--- src/rtl/apb_pkg.sv ---
// Shared definitions for the two-requester APB master: FSM state encoding and
// default bus widths.
package apb_pkg;

    localparam int DEFAULT_DATASIZE = 32;
    localparam int DEFAULT_ADDRSIZE = 32;

    typedef enum logic [1:0] {
        APB_IDLE   = 2'd0,
        APB_SETUP  = 2'd1,
        APB_ACCESS = 2'd2
    } apb_state_e;

endpackage

--- src/rtl/rr_arb2.sv ---
// Two-input round-robin arbiter. On a tie the requester opposite the last
// winner is granted; last_grant only moves when a grant is actually taken.
module rr_arb2 (
    input  logic       clk,
    input  logic       rst,
    input  logic [1:0] req,
    input  logic       advance,
    output logic [1:0] grant
);

    logic last_grant_q;
    logic last_grant_d;

    // NOTE: every signal written in a combinational block gets a default first, so no latch can be inferred.
    always_comb begin
        grant = req;
        if (req == 2'b11) begin
            grant = last_grant_q ? 2'b01 : 2'b10;
        end
    end

    assign last_grant_d = (advance && (grant != 2'b00)) ? grant[1] : last_grant_q;

    // NOTE: sequential state is updated with non-blocking assignments only.
    always_ff @(posedge clk or posedge rst) begin
        if (rst) begin
            last_grant_q <= 1'b1;
        end else begin
            last_grant_q <= last_grant_d;
        end
    end

endmodule

--- src/rtl/apb_master_arb.sv ---
// Shares one APB slave between two local requesters: round-robin grant in IDLE,
// then SETUP and ACCESS phases with PREADY wait states and a wait-state timeout.
module apb_master_arb
    import apb_pkg::*;
#(
    parameter int DATASIZE = DEFAULT_DATASIZE,
    parameter int ADDRSIZE = DEFAULT_ADDRSIZE,
    parameter int TIMEOUT  = 16
) (
    input  logic                PCLK,
    input  logic                PRESET,
    input  logic                req0_valid,
    input  logic                req0_write,
    input  logic [ADDRSIZE-1:0] req0_addr,
    input  logic [DATASIZE-1:0] req0_wdata,
    output logic                req0_ready,
    output logic                rsp0_valid,
    output logic [DATASIZE-1:0] rsp0_rdata,
    output logic                rsp0_err,
    input  logic                req1_valid,
    input  logic                req1_write,
    input  logic [ADDRSIZE-1:0] req1_addr,
    input  logic [DATASIZE-1:0] req1_wdata,
    output logic                req1_ready,
    output logic                rsp1_valid,
    output logic [DATASIZE-1:0] rsp1_rdata,
    output logic                rsp1_err,
    output logic [ADDRSIZE-1:0] PADDR,
    output logic [DATASIZE-1:0] PWDATA,
    output logic                PWRITE,
    output logic                PSEL,
    output logic                PENABLE,
    input  logic [DATASIZE-1:0] PRDATA,
    input  logic                PREADY
);

    localparam int CNTW = $clog2(TIMEOUT) + 1;
    localparam logic [CNTW-1:0] CNT_LAST = CNTW'(TIMEOUT - 1);
    localparam logic [CNTW-1:0] CNT_MAX  = '1;

    apb_state_e          state_q, state_d;
    logic                owner_q, owner_d;
    logic [ADDRSIZE-1:0] paddr_q, paddr_d;
    logic [DATASIZE-1:0] pwdata_q, pwdata_d;
    logic                pwrite_q, pwrite_d;
    logic                psel_q, psel_d;
    logic                penable_q, penable_d;
    logic [CNTW-1:0]     cnt_q, cnt_d;
    logic [1:0]          rsp_valid_q, rsp_valid_d;
    logic [1:0]          rsp_err_q, rsp_err_d;
    logic [DATASIZE-1:0] rsp0_rdata_q, rsp0_rdata_d;
    logic [DATASIZE-1:0] rsp1_rdata_q, rsp1_rdata_d;

    logic [1:0]          grant;
    logic                in_idle;
    logic                accept;
    logic                ready_seen;
    logic                timeout_hit;
    logic [DATASIZE-1:0] rsp_data;

    assign in_idle = (state_q == APB_IDLE);

    rr_arb2 u_arb (
        .clk     (PCLK),
        .rst     (PRESET),
        .req     ({req1_valid, req0_valid}),
        .advance (in_idle),
        .grant   (grant)
    );

    assign req0_ready = in_idle && grant[0] && req0_valid;
    assign req1_ready = in_idle && grant[1] && req1_valid;
    assign accept     = req0_ready || req1_ready;

    // An X on PREADY fails the equality test and takes the not-ready path.
    always_comb begin
        ready_seen = 1'b0;
        if ((state_q == APB_ACCESS) && (PREADY == 1'b1)) begin
            ready_seen = 1'b1;
        end
    end

    assign timeout_hit = (state_q == APB_ACCESS) && !ready_seen && (cnt_q == CNT_LAST);
    assign rsp_data    = (ready_seen && !pwrite_q) ? PRDATA : '0;

    always_ff @(posedge PCLK or posedge PRESET) begin
        if (PRESET) begin
            state_q <= APB_IDLE;
        end else begin
            state_q <= state_d;
        end
    end

    always_comb begin
        state_d = state_q;
        case (state_q)
            APB_IDLE:   if (accept) state_d = APB_SETUP;
            APB_SETUP:  state_d = APB_ACCESS;
            APB_ACCESS: if (ready_seen || timeout_hit) state_d = APB_IDLE;
            default:    state_d = APB_IDLE;
        endcase
    end

    always_comb begin
        owner_d      = owner_q;
        paddr_d      = paddr_q;
        pwdata_d     = pwdata_q;
        pwrite_d     = pwrite_q;
        psel_d       = psel_q;
        penable_d    = penable_q;
        cnt_d        = cnt_q;
        rsp_valid_d  = 2'b00;
        rsp_err_d    = 2'b00;
        rsp0_rdata_d = rsp0_rdata_q;
        rsp1_rdata_d = rsp1_rdata_q;
        case (state_q)
            APB_IDLE: begin
                if (accept) begin
                    owner_d   = grant[1];
                    paddr_d   = grant[1] ? req1_addr  : req0_addr;
                    pwdata_d  = grant[1] ? req1_wdata : req0_wdata;
                    pwrite_d  = grant[1] ? req1_write : req0_write;
                    psel_d    = 1'b1;
                    penable_d = 1'b0;
                    cnt_d     = '0;
                end
            end
            APB_SETUP: penable_d = 1'b1;
            APB_ACCESS: begin
                if (ready_seen || timeout_hit) begin
                    psel_d               = 1'b0;
                    penable_d            = 1'b0;
                    cnt_d                = '0;
                    rsp_valid_d[owner_q] = 1'b1;
                    rsp_err_d[owner_q]   = timeout_hit;
                    if (owner_q) rsp1_rdata_d = rsp_data;
                    else         rsp0_rdata_d = rsp_data;
                end else if (cnt_q != CNT_MAX) begin
                    cnt_d = cnt_q + CNTW'(1);
                end
            end
            default: ;
        endcase
    end

    always_ff @(posedge PCLK or posedge PRESET) begin
        if (PRESET) begin
            owner_q      <= 1'b0;
            paddr_q      <= '0;
            pwdata_q     <= '0;
            pwrite_q     <= 1'b0;
            psel_q       <= 1'b0;
            penable_q    <= 1'b0;
            cnt_q        <= '0;
            rsp_valid_q  <= 2'b00;
            rsp_err_q    <= 2'b00;
            rsp0_rdata_q <= '0;
            rsp1_rdata_q <= '0;
        end else begin
            owner_q      <= owner_d;
            paddr_q      <= paddr_d;
            pwdata_q     <= pwdata_d;
            pwrite_q     <= pwrite_d;
            psel_q       <= psel_d;
            penable_q    <= penable_d;
            cnt_q        <= cnt_d;
            rsp_valid_q  <= rsp_valid_d;
            rsp_err_q    <= rsp_err_d;
            rsp0_rdata_q <= rsp0_rdata_d;
            rsp1_rdata_q <= rsp1_rdata_d;
        end
    end

    assign PADDR      = paddr_q;
    assign PWDATA     = pwdata_q;
    assign PWRITE     = pwrite_q;
    assign PSEL       = psel_q;
    assign PENABLE    = penable_q;
    assign rsp0_valid = rsp_valid_q[0];
    assign rsp0_err   = rsp_err_q[0];
    assign rsp0_rdata = rsp0_rdata_q;
    assign rsp1_valid = rsp_valid_q[1];
    assign rsp1_err   = rsp_err_q[1];
    assign rsp1_rdata = rsp1_rdata_q;

endmodule

--- config.mk ---
export PLATFORM = sky130hd
export DESIGN_NAME = apb_master_arb
export DESIGN_NICKNAME = d
export VERILOG_FILES = /design/src/rtl/apb_pkg.sv /design/src/rtl/rr_arb2.sv /design/src/rtl/apb_master_arb.sv
export SDC_FILE = /design/constraint.sdc
export NUM_CORES = 1
export LEC_CHECK = 0
export ABC_AREA = 1
export CORE_UTILIZATION = 45
export CTS_BUF_LIST = sky130_fd_sc_hd__clkbuf_8
export DETAILED_ROUTE_END_ITERATION = 6
export PLACE_DENSITY = 0.89
export SLEW_MARGIN = 10
export SYNTH_ARGS = -nofsm -noshare
export SYNTH_HDL_FRONTEND = slang
export SYNTH_SLANG_ARGS = --single-unit
--- constraint.sdc ---
create_clock -name PCLK -period 13.5 [get_ports PCLK]
set_input_delay 3.375 -clock PCLK [delete_from_list [all_inputs] [get_ports PCLK]]
set_output_delay 3.375 -clock PCLK [all_outputs]
set_load 0.02 [all_outputs]
[Word-level counts from Yosys, hierarchy flattened]
Index checks and enable logic that the tools add are counted.
Operators by class
  magnitude comparators: 2
  equal/unequal tests: 8
  bitwise operators: 2
  reduce and logical (&&, ||, !) cells: 25
  $add $sub $neg: 1
  muxes and demuxes: 25
Operators with widths (count)
  2-to-1 mux 32 bit: 3
  2-to-1 mux 2 bit: 8
  2-to-1 mux 5 bit: 3
  AND reduction 3 bit: 5
  logical AND 1 bit: 10
  one-hot mux 5 bit (2 select lines): 1
  2-to-1 mux 1 bit: 6
  one-hot mux 2 bit (3 select lines): 1
  adder 5 x 1 -> 5 bit (second input constant): 1
  equality test 5 x 4 -> 1 bit (second input constant): 1
  != test 5 bit (second input constant): 1
  equality test 2 bit (second input constant): 2
  != test 2 x 1 -> 1 bit (second input constant): 2
  AND reduction 2 bit: 2
  nonzero test 2 bit: 2
  != test 3 x 1 -> 1 bit (second input constant): 1
  one-hot mux 1 bit (3 select lines): 1
  nonzero test 3 bit: 1
  bitwise AND 2 bit: 1
  equality test 2 x 1 -> 1 bit (second input constant): 1
  logical NOT 1 bit: 2
  logical NOT 2 bit: 1
  logical OR 1 bit: 2
  less-than comparator 1 x 2 -> 1 bit (second input constant): 1
  4 further kinds: 4
Storage, ports and cells
  input bits: 167
  output and inout bits: 137
  logic and storage cells: 76
  flip-flop bits (word level): 144

[Depth between registers and ports, before layout]
Gate-level depths: netlist of run 1.
  depth in word-level cells: 9
  mapped depth: 11
  gate-level depth less buffers: 10

[Modules after synthesis]
Synthesis of run 1 repeated with hierarchy kept, for this count alone.
Second synthesis, totals
  cell total of the unflattened synthesis: 781
  area, all modules: 6721.4 um2
Modules (own cells, without submodules)
  apb_master_arb: cells an instance 772, area each 6656.4 um2, times used 1, seq. area each 3578.4 um2
  rr_arb2: cells an instance 9, area each 65.1 um2, times used 1, seq. area each 26.3 um2

[Least setup slack after synthesis of run 1]
OpenSTA, ideal clock, no wires.
  kind: input-to-output
  from: in req1_valid
  to: out req0_ready
  buffers on the path: 1
  data required time: 10125 ps
  path slack: 6000 ps
  cell stages on the path: 2
  arrival time: 4125 ps
  path through: clkbuf_1 > a211oi_1
On the way
  word-level cells in the longest chain between the ends: 4
RTL lines
  start, declared: line apb_master_arb.sv:20  | input logic req1_valid,
  equality test 2 bit: line rr_arb2.sv:17  | if (req == 2'b11) begin
  2-to-1 mux 2 bit: line rr_arb2.sv:17
  logical AND 1 bit (2 in series): line apb_master_arb.sv:71  | assign req0_ready = in_idle && grant[0] && req0_valid;
  end, declared: line apb_master_arb.sv:16  | output logic req0_ready,
Every way passes these cells.

[Worst setup path after layout of run 1]
  from: in req0_valid
  to: out req1_ready
On the way
  word-level cells in the longest chain between the ends: 4
RTL lines
  start, declared: line apb_master_arb.sv:12  | input logic req0_valid,
  equality test 2 bit: line rr_arb2.sv:17
  2-to-1 mux 2 bit: line rr_arb2.sv:17
  logical AND 1 bit (2 in series): line apb_master_arb.sv:72  | assign req1_ready = in_idle && grant[1] && req1_valid;
  end, declared: line apb_master_arb.sv:24  | output logic req1_ready,
Every way passes these cells.

==> results.md, run 1 <==
* Die area at 0.01420 sq mm
* Worst relative slew slack at 0.2555
* Hold_sp: owner_q
* Peak supply drop at 0.0001610 V
* TritonCTS clock tree: done
* TNS Setup at 0 ps
* Remaining antenna violation count after routing at 0
* Largest fanout on the critical path at 66
* Final cell count without fillers at 1155
* Routed vias at 6014
* Residual DRC count at 0
* Sequential Area at 0.003605 sq mm
* Critical R2R Launch: cnt_q[0]
* Least-Margin Pin Slew at 1113 ps
* Number of slew-limit violations in the final report at 0
* Deepest level of the CTS H-tree at 4
* Highest attainable clock frequency at 115.0 MHz
* Maximum capacitance violations at 0
* Netlist Area Pre-Place at 0.006178 sq mm
* Effective utilization at floorplan at 0.4647
* Root Driver: sky130_fd_sc_hd__clkbuf_8
* Global-route usage over all layers at 0.2722
* Met2 track demand over resource at 0.4622
* Leak pwr at 4.038 nW
* Number of DRC markers after the initial detailed-route iteration at 447
* Area share of xor/xnor cells in the synthesized design at 0.001418
* Top-level I/O count at 304
* Post-synthesis share of cell area spent on full adders, half adders and majority gates at 0.006075
* Setup Skew at 13.79 ps
* Count of synthesis-stage warnings from yosys at 0
* Worst-Skew Late Latency at 430 ps
* RePlAce Congestion at 0.8385
* Setup bufs post-CTS at 0
* Die height at 119.2 um
* GRT met1 Usage at 0.3058
* Final setup violating endpoints at 0
* Portion of the post-synthesis area used by sequential elements at 0.5834
* Tmin final at 8699 ps
* Vias per cell at 5.207
* Number of hold violations in the final report at 0
* Inserted Clock Buffers at 17
* Worst path arrival time at 5320 ps
* CP startpoint kind: primary input
* Average cell area after synthesis at 8.954 sq um
* Met3 layer usage reported by global route at 0.1058
* NumNets Final at 1136
* Fill count at 976
* Ant. Diodes at 0
* Maximum number of pins on one net before global-route repair at 82
* Final cycle utilization of the critical path at 0.6444
* Pre-CTS worst setup slack at 4796 ps
* Cell variety after synth at 22
* Most frequent standard cell in the layout excluding fill and tap cells: sky130_fd_sc_hd__clkdlybuf4s50_1
* Drt pass-1 iters at 6
* Flip-flop and latch count after synthesis at 144
* Classification of the worst-slack hold path: flop to flop
* CTS Sinks at 144
* Result of the run: finished, final reports clean
* Synthesized net count at 860
* Category of the most critical setup path: primary input to primary output
* Worst-case clock buffer depth at 2
* Gr ovfl total at 0
* Combinational family with the most area after synthesis: simple AND/OR/NAND/NOR gates
* Multi-input gate area at 0.002198 sq mm
* Number of rows created at floorplan at 42
* Capturing element type of the critical path: primary output
* Number of instances in the synthesized netlist at 690
* HPWL after detailed placement at 13.52 mm
* Floorplan Core Area at 0.01330 sq mm
* Clk slew on worst S/H paths at 70 ps
* Initial antenna violation count at 0
* Area fraction in compound gates after synthesis at 0.1252
* Power density relative to cell area at 201.7 mW/mm^2
* Number of port buffers at 303
* Post-layout worst setup margin at 4801 ps
* Global-route layer with the greatest usage: met2
* Basic-gate share of the synthesized area counting and, or, nand and nor cells at 0.2215
* Relative area change from synthesis to final layout at 55.55%
* Fraction of final layout cells with drive strength greater than 1 at 0.04801
* Most frequent cells in the layout: 302 x sky130_fd_sc_hd__clkdlybuf4s50_1, 184 x sky130_fd_sc_hd__nand2_1, 143 x sky130_fd_sc_hd__dfrtp_1
* First-pass GRT wire length at 29.75 mm
* Hold-fix buffers, CTS at 0
* Total wire length after detailed routing at 19.21 mm
* Unrepaired setup endpoints after global routing: false
* Data required time of the critical path at 10120 ps
* Horizontal die dimension at 119.2 um
* Multiplexer share of the synthesized area at 0
* Cells resized by post-CTS repair at 0
* Post-placement cell count at 1123
* Worst setup path start: req0_valid
* Number of global-route vias before repair at 5710
* Post-DR wirelength/cell at 16.64 um
[state kept, by name (all words and copies together), names as in the netlist]
signal              count
PADDR                  32
state_q                 2
rsp_err_q               2
rsp_valid_q             2
cnt_q                   5
PENABLE                 1
rsp1_rdata             32
u_arb.last_grant_q      1
owner_q                 1
rsp0_rdata             32
PSEL                    1
PWDATA                 32
PWRITE                  1
[cells by family after synthesis]
logic type,Yosys count
adder cells (fa/ha/maj),3
flip-flops,144
XOR/XNOR,1
buffers and inverters,69
AO/OA/AOI/OAI,137
AND/OR/NAND/NOR,336
[worst paths after layout]
| kind | to | slack (ps) | cells after the start |
|---|---|---|---|
| min in group asynchronous | rsp1_rdata[21] | 3390 | 2 |
| hold reg to reg | rsp_err_q[0] | 470 | 1 |
| hold / removal | rsp_err_q[0] | 470 | 1 |
| max in group asynchronous | PSEL | 8700 | 3 |
| setup / recovery | req1_ready | 4800 | 6 |
| setup reg to reg | rsp0_rdata[17] | 10960 | 9 |
[critical path, cell delays in order]
cell and delay (ps):
sky130_fd_sc_hd__clkdlybuf4s50_1 440, sky130_fd_sc_hd__nand2_2 70, sky130_fd_sc_hd__buf_4 550, sky130_fd_sc_hd__nand2_2 120, sky130_fd_sc_hd__nor2_1 140, sky130_fd_sc_hd__clkdlybuf4s50_1 620
[power by group]
part | switching, mW | total (mW) | internal (mW)
sequential | 0.0887 | 0.673 | 0.585
clock | 0.161 | 0.375 | 0.215
combinational | 0.500 | 0.889 | 0.390
total | 0.749 | 1.94 | 1.19
[synthesized netlist by cell type]
| cell | instances | share of area |
|---|---|---|
| sky130_fd_sc_hd__dfstp_2 | 1 | 0.0043 |
| sky130_fd_sc_hd__xnor2_1 | 1 | 0.0014 |
| sky130_fd_sc_hd__nand3_1 | 68 | 0.055 |
| sky130_fd_sc_hd__nand4_1 | 3 | 0.0030 |
| sky130_fd_sc_hd__buf_4 | 8 | 0.0097 |
| sky130_fd_sc_hd__a21oi_2 | 1 | 0.0014 |
| sky130_fd_sc_hd__buf_2 | 23 | 0.019 |
| sky130_fd_sc_hd__nand2_2 | 1 | 0.0010 |
| sky130_fd_sc_hd__clkbuf_1 | 12 | 0.0073 |
| sky130_fd_sc_hd__nor3_4 | 1 | 0.0026 |
| sky130_fd_sc_hd__dfrtp_1 | 143 | 0.58 |
| sky130_fd_sc_hd__ha_1 | 3 | 0.0061 |
| sky130_fd_sc_hd__o21ai_1 | 34 | 0.028 |
| sky130_fd_sc_hd__a211oi_1 | 1 | 0.0012 |
| sky130_fd_sc_hd__nor2_1 | 75 | 0.046 |
| sky130_fd_sc_hd__buf_6 | 9 | 0.016 |
| sky130_fd_sc_hd__o21ai_0 | 34 | 0.028 |
| sky130_fd_sc_hd__nand2_1 | 188 | 0.11 |
| sky130_fd_sc_hd__a31oi_1 | 65 | 0.066 |
| sky130_fd_sc_hd__inv_1 | 15 | 0.0091 |
| sky130_fd_sc_hd__inv_2 | 2 | 0.0012 |
| sky130_fd_sc_hd__a21oi_1 | 2 | 0.0016 |
[area by class of cell]
cell class                      instances  share of cell area
Clock inverter                         12             0.01758
Inverter                               17            0.007291
Timing Repair Buffer                  309              0.3198
Sequential cell                       144              0.3751
Clock buffer                           20             0.02864
Tap cell                              176             0.02291
Multi-Input combinational cell        477              0.2287
[routing by layer]
metal | vias to the layer above | wire [um]
li1 | 2856 | -
met1 | 2844 | 7151
met2 | 269 | 9432
met3 | 45 | 2059
met4 | 0 | 571
met5 | - | 0
[metrics by stage]
step	utilization	hold WS, ps	power (mW)	cell area [sq um]
6_report	0.7229	466.9	1.938	9610
3_3_place_gp	0.6894	454.0	1.543	9166
3_5_place_dp	0.6894	460.7	1.566	9166
5_1_grt	0.7229	485.7	2.045	9610
2_1_floorplan	-	423.8	1.154	6178
4_1_cts	0.7229	472.9	1.946	9610
Note: power is estimated with default switching activity, not from simulation.
==> run 2: changes to the inputs <==
--- a/config.mk
+++ b/config.mk
@@ -6,10 +6,10 @@
 export NUM_CORES = 1
 export LEC_CHECK = 0
 export ABC_AREA = 1
-export CORE_UTILIZATION = 45
+export CORE_UTILIZATION = 42
 export CTS_BUF_LIST = sky130_fd_sc_hd__clkbuf_8
 export DETAILED_ROUTE_END_ITERATION = 6
-export PLACE_DENSITY = 0.89
+export PLACE_DENSITY = 0.84
 export SLEW_MARGIN = 10
 export SYNTH_ARGS = -nofsm -noshare
 export SYNTH_HDL_FRONTEND = slang
==> constraint.sdc (replaced) <==
create_clock -name PCLK -period 8.2 [get_ports PCLK]
set_input_delay 2.05 -clock PCLK [delete_from_list [all_inputs] [get_ports PCLK]]
set_output_delay 2.05 -clock PCLK [all_outputs]
set_load 0.02 [all_outputs]
==> run 2 against run 1 <==
Net effect:
- sequential share of layout area is 0.059 points higher
- via count down 1.7%
- clock skew fell by 3.6 ps
- hold slack improved by 15 ps
- largest cell class unchanged
- sequential power up 65%
- highest routed layer unchanged
- critical path type unchanged
- wire length decreased by 2.5%
- design area is 0.16% lower
- core utilization fell by 4.2 points
- die area increased by 7.0%
- global-route usage shrank 2.6 points
- first-iteration DRC count shrank 6.7%
- combinational power up 64%
==> results.md, run 2 (same netlist as run 1, synthesis figures left out) <==
* Clk slew on worst S/H paths at 80 ps (about the same)
* Worst path arrival time at 3630 ps (-1690 ps)
* CP startpoint kind: primary input
* Most frequent standard cell in the layout excluding fill and tap cells: sky130_fd_sc_hd__clkdlybuf4s50_1
* Drt pass-1 iters at 7 (+1)
* Effective utilization at floorplan at 0.4383 (-0.02640)
* Tmin final at 5678 ps
* Most frequent cells in the layout: 302 x sky130_fd_sc_hd__clkdlybuf4s50_1, 184 x sky130_fd_sc_hd__nand2_1, 143 x sky130_fd_sc_hd__dfrtp_1
* Vias per cell at 5.102 (-2.0%)
* Least-Margin Pin Slew at 1092 ps (-20.56 ps)
* Remaining antenna violation count after routing at 0 (unchanged)
* Category of the most critical setup path: primary input to primary output
* Fraction of final layout cells with drive strength greater than 1 at 0.05107 (+0.003064)
* Setup bufs post-CTS at 0 (unchanged)
* Deepest level of the CTS H-tree at 4 (unchanged)
* Critical R2R Launch: cnt_q[0]
* Die height at 123.3 um (+3.4%)
* Maximum capacitance violations at 0 (unchanged)
* Routed vias at 5913 (-1.7%)
* Setup slack of the worst register-to-register path at 5580 ps (-5380 ps)
* Number of DRC markers after the initial detailed-route iteration at 417 (-6.7%)
* Post-DR wirelength/cell at 16.16 um (-2.9%)
* Die area at 0.01520 sq mm (+7.0%)
* Gr ovfl total at 0 (unchanged)
* Root Driver: sky130_fd_sc_hd__clkbuf_8
* Hold_sp: owner_q
* Final cycle utilization of the critical path at 0.6924
* Power density relative to cell area at 329.6 mW/mm^2 (+63%)
* Relative area change from synthesis to final layout at 55.31%
* Setup Skew at 10.20 ps (-3.586 ps)
* Hold Crit Endpoint: rsp_err_q[0]
* Core utilization of the finished layout at 0.6807 (-0.04213)
* TritonCTS clock tree: done
* Post-route standard cell area excluding fillers at 0.009595 sq mm (-0.16%)
* Inserted Clock Buffers at 17 (unchanged)
* Final setup violating endpoints at 0 (unchanged)
* Number of hold violations in the final report at 0 (unchanged)
* Floorplan Core Area at 0.01410 sq mm (+6.0%)
* CTS Sinks at 144 (unchanged)
* Cells resized by post-CTS repair at 0 (unchanged)
* HPWL after detailed placement at 13.12 mm (-3.0%)
* Capturing element type of the critical path: primary output
* RePlAce Congestion at 0.7970 (-4.9%)
* Top-level I/O count at 304 (unchanged)
* Initial antenna violation count at 0 (unchanged)
* Worst-case reg-to-reg path depth at 9 (unchanged)
* Worst-case clock buffer depth at 2 (unchanged)
* Residual DRC count at 0 (unchanged)
* Crit Reg-Reg Endpoint: rsp1_rdata[20]
* Largest fanout on the critical path at 68 (+3.0%)
* Highest attainable clock frequency at 176.1 MHz
* Total wire length after detailed routing at 18.73 mm (-2.5%)
* Placement Cell Area at 0.009171 sq mm (about the same)
* First-pass GRT wire length at 28.30 mm (-4.9%)
* Number of port buffers at 303 (unchanged)
* Data required time of the critical path at 6150 ps (-3970 ps)
* Unrepaired setup endpoints after global routing: false
* NumNets Final at 1136 (unchanged)
* Number of global-route vias before repair at 5598 (-2.0%)
* Result of the run: finished, final reports clean
* Worst Hold Path Cells at 1 (unchanged)
* Maximum number of pins on one net before global-route repair at 77 (-6.1%)
* TNS Setup at 0 ps (unchanged)
* Leak pwr at 4.020 nW (-0.44%)
* Hold-fix buffers, CTS at 0 (unchanged)
* Number of rows created at floorplan at 43 (+2.4%)
* Classification of the worst-slack hold path: flop to flop
* Horizontal die dimension at 123.3 um (+3.4%)
* Worst-Skew Late Latency at 440 ps (about the same)
* Number of slew-limit violations in the final report at 0 (unchanged)
* Peak supply drop at 0.0001849 V (+15%)
* Worst relative slew slack at 0.2692 (+0.01375)
* Global-route usage over all layers at 0.2465 (-0.02566)
* Ant. Diodes at 0 (unchanged)
* Fill count at 1137 (+16%)
run 2: per-stage QoR:
step	instances	setup WS (ps)	power [mW]	hold WS [ps]
6_report	1159	2522	3.162	481.8
5_1_grt	1159	2424	3.358	506.1
3_5_place_dp	1127	2509	2.583	471.7
2_1_floorplan	690	2285	1.901	423.8
4_1_cts	1159	2504	3.189	484.1
3_3_place_gp	1127	2541	2.548	458.5
run 2: power breakdown:
part	switching [mW]	total, mW	internal (mW)	leakage (nW)
clock	0.286	0.599	0.314	0.211
combinational	0.816	1.46	0.642	2.00
sequential	0.143	1.11	0.962	1.81
run 2: area by class of cell:
class | count | area [sq um] | area share
inverter | 17 | 70.07 | 0.007302
sequential | 144 | 3605 | 0.3757
timing repair buffer | 309 | 3073 | 0.3203
multi-input combinational | 477 | 2198 | 0.2291
clock buffer | 18 | 247.7 | 0.02582
clock inverter | 14 | 176.4 | 0.01839
tap | 180 | 225.2 | 0.02347
run 2: critical path, cell delays in order:
cell and delay, ps:
sky130_fd_sc_hd__buf_2 80, sky130_fd_sc_hd__buf_4 570, sky130_fd_sc_hd__nand2_2 120, sky130_fd_sc_hd__nor2_1 140, sky130_fd_sc_hd__clkdlybuf4s50_1 650
run 2: worst max-delay path by stage:
stage               startpoint          to  cells past startpoint
detailed placement  req1_valid  req1_ready                      5
CTS                 req1_valid  req1_ready                      5
global placement    req1_valid  req1_ready                      5
global route        req1_valid  req1_ready                      5
finish              req1_valid  req1_ready                      5
floorplan               PRESET    PADDR[0]                      1
run 2: routing by layer:
layer	GRT usage	wire length (um)	up-vias
met4	0.1047	496	0
li1	-	-	2865
met2	0.4071	9076	251
met5	0	0	-
met1	0.2800	7180	2765
met3	0.1029	1971	32
==> run 3: changes to the inputs <==
--- a/config.mk
+++ b/config.mk
@@ -6,10 +6,10 @@
 export NUM_CORES = 1
 export LEC_CHECK = 0
 export ABC_AREA = 1
-export CORE_UTILIZATION = 42
+export CORE_UTILIZATION = 38
 export CTS_BUF_LIST = sky130_fd_sc_hd__clkbuf_8
 export DETAILED_ROUTE_END_ITERATION = 6
-export PLACE_DENSITY = 0.84
+export PLACE_DENSITY = 0.8
 export SLEW_MARGIN = 10
 export SYNTH_ARGS = -nofsm -noshare
 export SYNTH_HDL_FRONTEND = slang
==> constraint.sdc (replaced) <==
create_clock -name PCLK -period 4.86 [get_ports PCLK]
set_input_delay 1.215 -clock PCLK [delete_from_list [all_inputs] [get_ports PCLK]]
set_output_delay 1.215 -clock PCLK [all_outputs]
set_load 0.02 [all_outputs]
==> run 3 against run 2 <==
Net effect:
- clock power grew 49%
- design area grew 0.25%
- setup slack lost 1600 ps
- largest power group unchanged
- wire length shrank 0.21%
- hold slack lost 11 ps
- highest routed layer unchanged
==> results.md, run 3 (same netlist as run 1, synthesis figures left out) <==
* Result of the run: finished, final reports clean
* Deepest level of the CTS H-tree at 4 (unchanged)
* TNS Setup at 0 ps (unchanged)
* Final cycle utilization of the critical path at 0.8039
* Category of the most critical setup path: primary input to primary output
* CP startpoint kind: primary input
* Maximum capacitance violations at 0 (unchanged)
* Maximum number of pins on one net before global-route repair at 145 (+88%)
* Fraction of final layout cells with drive strength greater than 1 at 0.05204 (+0.0009683)
* Core utilization of the finished layout at 0.6055 (-0.07518)
* Worst path arrival time at 2690 ps (-940 ps)
* Multi-input gate area at 0.002198 sq mm (unchanged)
* RePlAce Congestion at 0.8443 (+5.9%)
* Cells resized by post-CTS repair at 0 (unchanged)
* Worst-Skew Late Latency at 450 ps (about the same)
* Setup slack of the worst register-to-register path at 2360 ps (-3220 ps)
* NumNets Final at 1137 (+0.088%)
* Inserted Clock Buffers at 17 (unchanged)
* Gr ovfl total at 0 (unchanged)
* Highest attainable clock frequency at 256.0 MHz
* Root Driver: sky130_fd_sc_hd__clkbuf_8
* Largest fanout on the critical path at 2 (-97%)
* Top-level I/O count at 304 (unchanged)
* Fill count at 1345 (+18%)
* Post-DR wirelength/cell at 15.61 um (-3.4%)
* Number of slew-limit violations in the final report at 0 (unchanged)
* Floorplan Core Area at 0.01589 sq mm (+13%)
* Unrepaired setup endpoints after global routing: false
* Sequential Area at 0.003605 sq mm (unchanged)
* Hold-fix buffers, CTS at 0 (unchanged)
* Slowest cell delay on critical path at 680 ps (+30 ps)
* Vias per cell at 4.892 (-4.1%)
* Peak supply drop at 0.0003652 V (+98%)
* Slowest library cell on the worst path: sky130_fd_sc_hd__clkdlybuf4s50_1
* Final setup violating endpoints at 0 (unchanged)
* Clk slew on worst S/H paths at 80 ps (about the same)
* Critical Path, Cell by Cell: clkdlybuf4s50_1 -> inv_1 -> a211oi_1 -> clkdlybuf4s50_1
* Number of hold violations in the final report at 0 (unchanged)
* TritonCTS clock tree: done
* Number of global-route vias before repair at 5540 (-1.0%)
* Number of rows created at floorplan at 46 (+7.0%)
* Residual DRC count at 0 (unchanged)
* Most common cell type on the critical path: sky130_fd_sc_hd__clkdlybuf4s50_1
* Drt pass-1 iters at 5 (-2)
* Least-Margin Pin Slew at 1088 ps (-4.153 ps)
* Worst relative slew slack at 0.2720 (+0.002778)
* Worst hold margin at 470.9 ps (-10.91 ps)
* Power density relative to cell area at 541.9 mW/mm^2 (+64%)
* Classification of the worst-slack hold path: flop to flop
* Most frequent cells in the layout: 302 x sky130_fd_sc_hd__clkdlybuf4s50_1, 184 x sky130_fd_sc_hd__nand2_1, 143 x sky130_fd_sc_hd__dfrtp_1
* Routed vias at 5856 (-0.96%)
* Power Total at 5.212 mW (+65%)
* Relative area change from synthesis to final layout at 55.69%
* Die area at 0.01677 sq mm (+10%)
* Most frequent standard cell in the layout excluding fill and tap cells: sky130_fd_sc_hd__clkdlybuf4s50_1
* Setup bufs post-CTS at 0 (unchanged)
* First-pass GRT wire length at 28.24 mm (-0.19%)
* Number of DRC markers after the initial detailed-route iteration at 380 (-8.9%)
* Setup Skew at 15.56 ps (+5.363 ps)
* Total wire length after detailed routing at 18.69 mm (-0.21%)
* Leak pwr at 3.995 nW (-0.63%)
* Initial antenna violation count at 0 (unchanged)
* Effective utilization at floorplan at 0.3889 (-0.04937)
* Global-route usage over all layers at 0.2205 (-0.02599)
* Final cell count without fillers at 1197 (+3.3%)
* Capturing element type of the critical path: primary output
* Worst-case clock buffer depth at 2 (unchanged)
* Remaining antenna violation count after routing at 0 (unchanged)
* Data required time of the critical path at 3640 ps (-2510 ps)
* Number of port buffers at 303 (unchanged)
* HPWL after detailed placement at 12.99 mm (-0.92%)
* Die height at 129.5 um (+5.0%)
* Horizontal die dimension at 129.5 um (+5.0%)
* Tmin final at 3907 ps
* Post-placement cell count at 1164 (+3.3%)
* CTS Sinks at 144 (unchanged)
==> run 3: path summary, 6_finish.rpt <==
check	start	to	cells after the start
min in group asynchronous	PRESET	rsp0_rdata[8]	3
min reg2reg	owner_q	rsp_err_q[0]	1
max reg2reg	cnt_q[0]	rsp1_rdata[23]	8
min	owner_q	rsp_err_q[0]	1
max	req0_valid	req0_ready	4
max in group asynchronous	PRESET	PWDATA[24]	3
==> run 3: per-stage QoR <==
stage / setup WS, ps / cell area, sq um
3_3_place_gp: 960.4 / 9249
5_1_grt: 886.7 / 9617
4_1_cts: 937.6 / 9617
6_report: 953.0 / 9619
2_1_floorplan: 1680 / 6182
3_5_place_dp: 991.8 / 9249
==> run 3: layer usage <==
| layer | track usage | wire [um] | part of all wire | vias to the layer above |
|---|---|---|---|---|
| met5 | 0 | 0 | 0 | - |
| met4 | 0.08071 | 468 | 0.025 | 0 |
| met3 | 0.1082 | 2211 | 0.12 | 38 |
| met2 | 0.3596 | 8741 | 0.47 | 261 |
| met1 | 0.2504 | 7264 | 0.39 | 2698 |
| li1 | - | - | - | 2859 |
==> run 3: report_power, final <==
part / internal (mW) / leakage, nW / switching [mW] / total, mW
registers: 1.62 / 1.81 / 0.245 / 1.87
clock network: 0.381 / 0.176 / 0.510 / 0.891
logic: 1.10 / 2.01 / 1.36 / 2.45
==> run 3: area by class of cell <==
| type | instances | area share |
|---|---|---|
| multi-input combinational | 477 | 0.2285 |
| tap | 216 | 0.02810 |
| clock inverter | 14 | 0.01249 |
| timing repair buffer | 310 | 0.3228 |
| antenna | 1 | 0.0002601 |
| clock buffer | 18 | 0.02575 |
| inverter | 17 | 0.007284 |
| sequential | 144 | 0.3747 |
==> run 3: worst max-delay path: cells and delay by family <==
kind	cells	cell delay, ps
AOI/OAI and AO/OA	1	230
buffers and inverters	3	1250
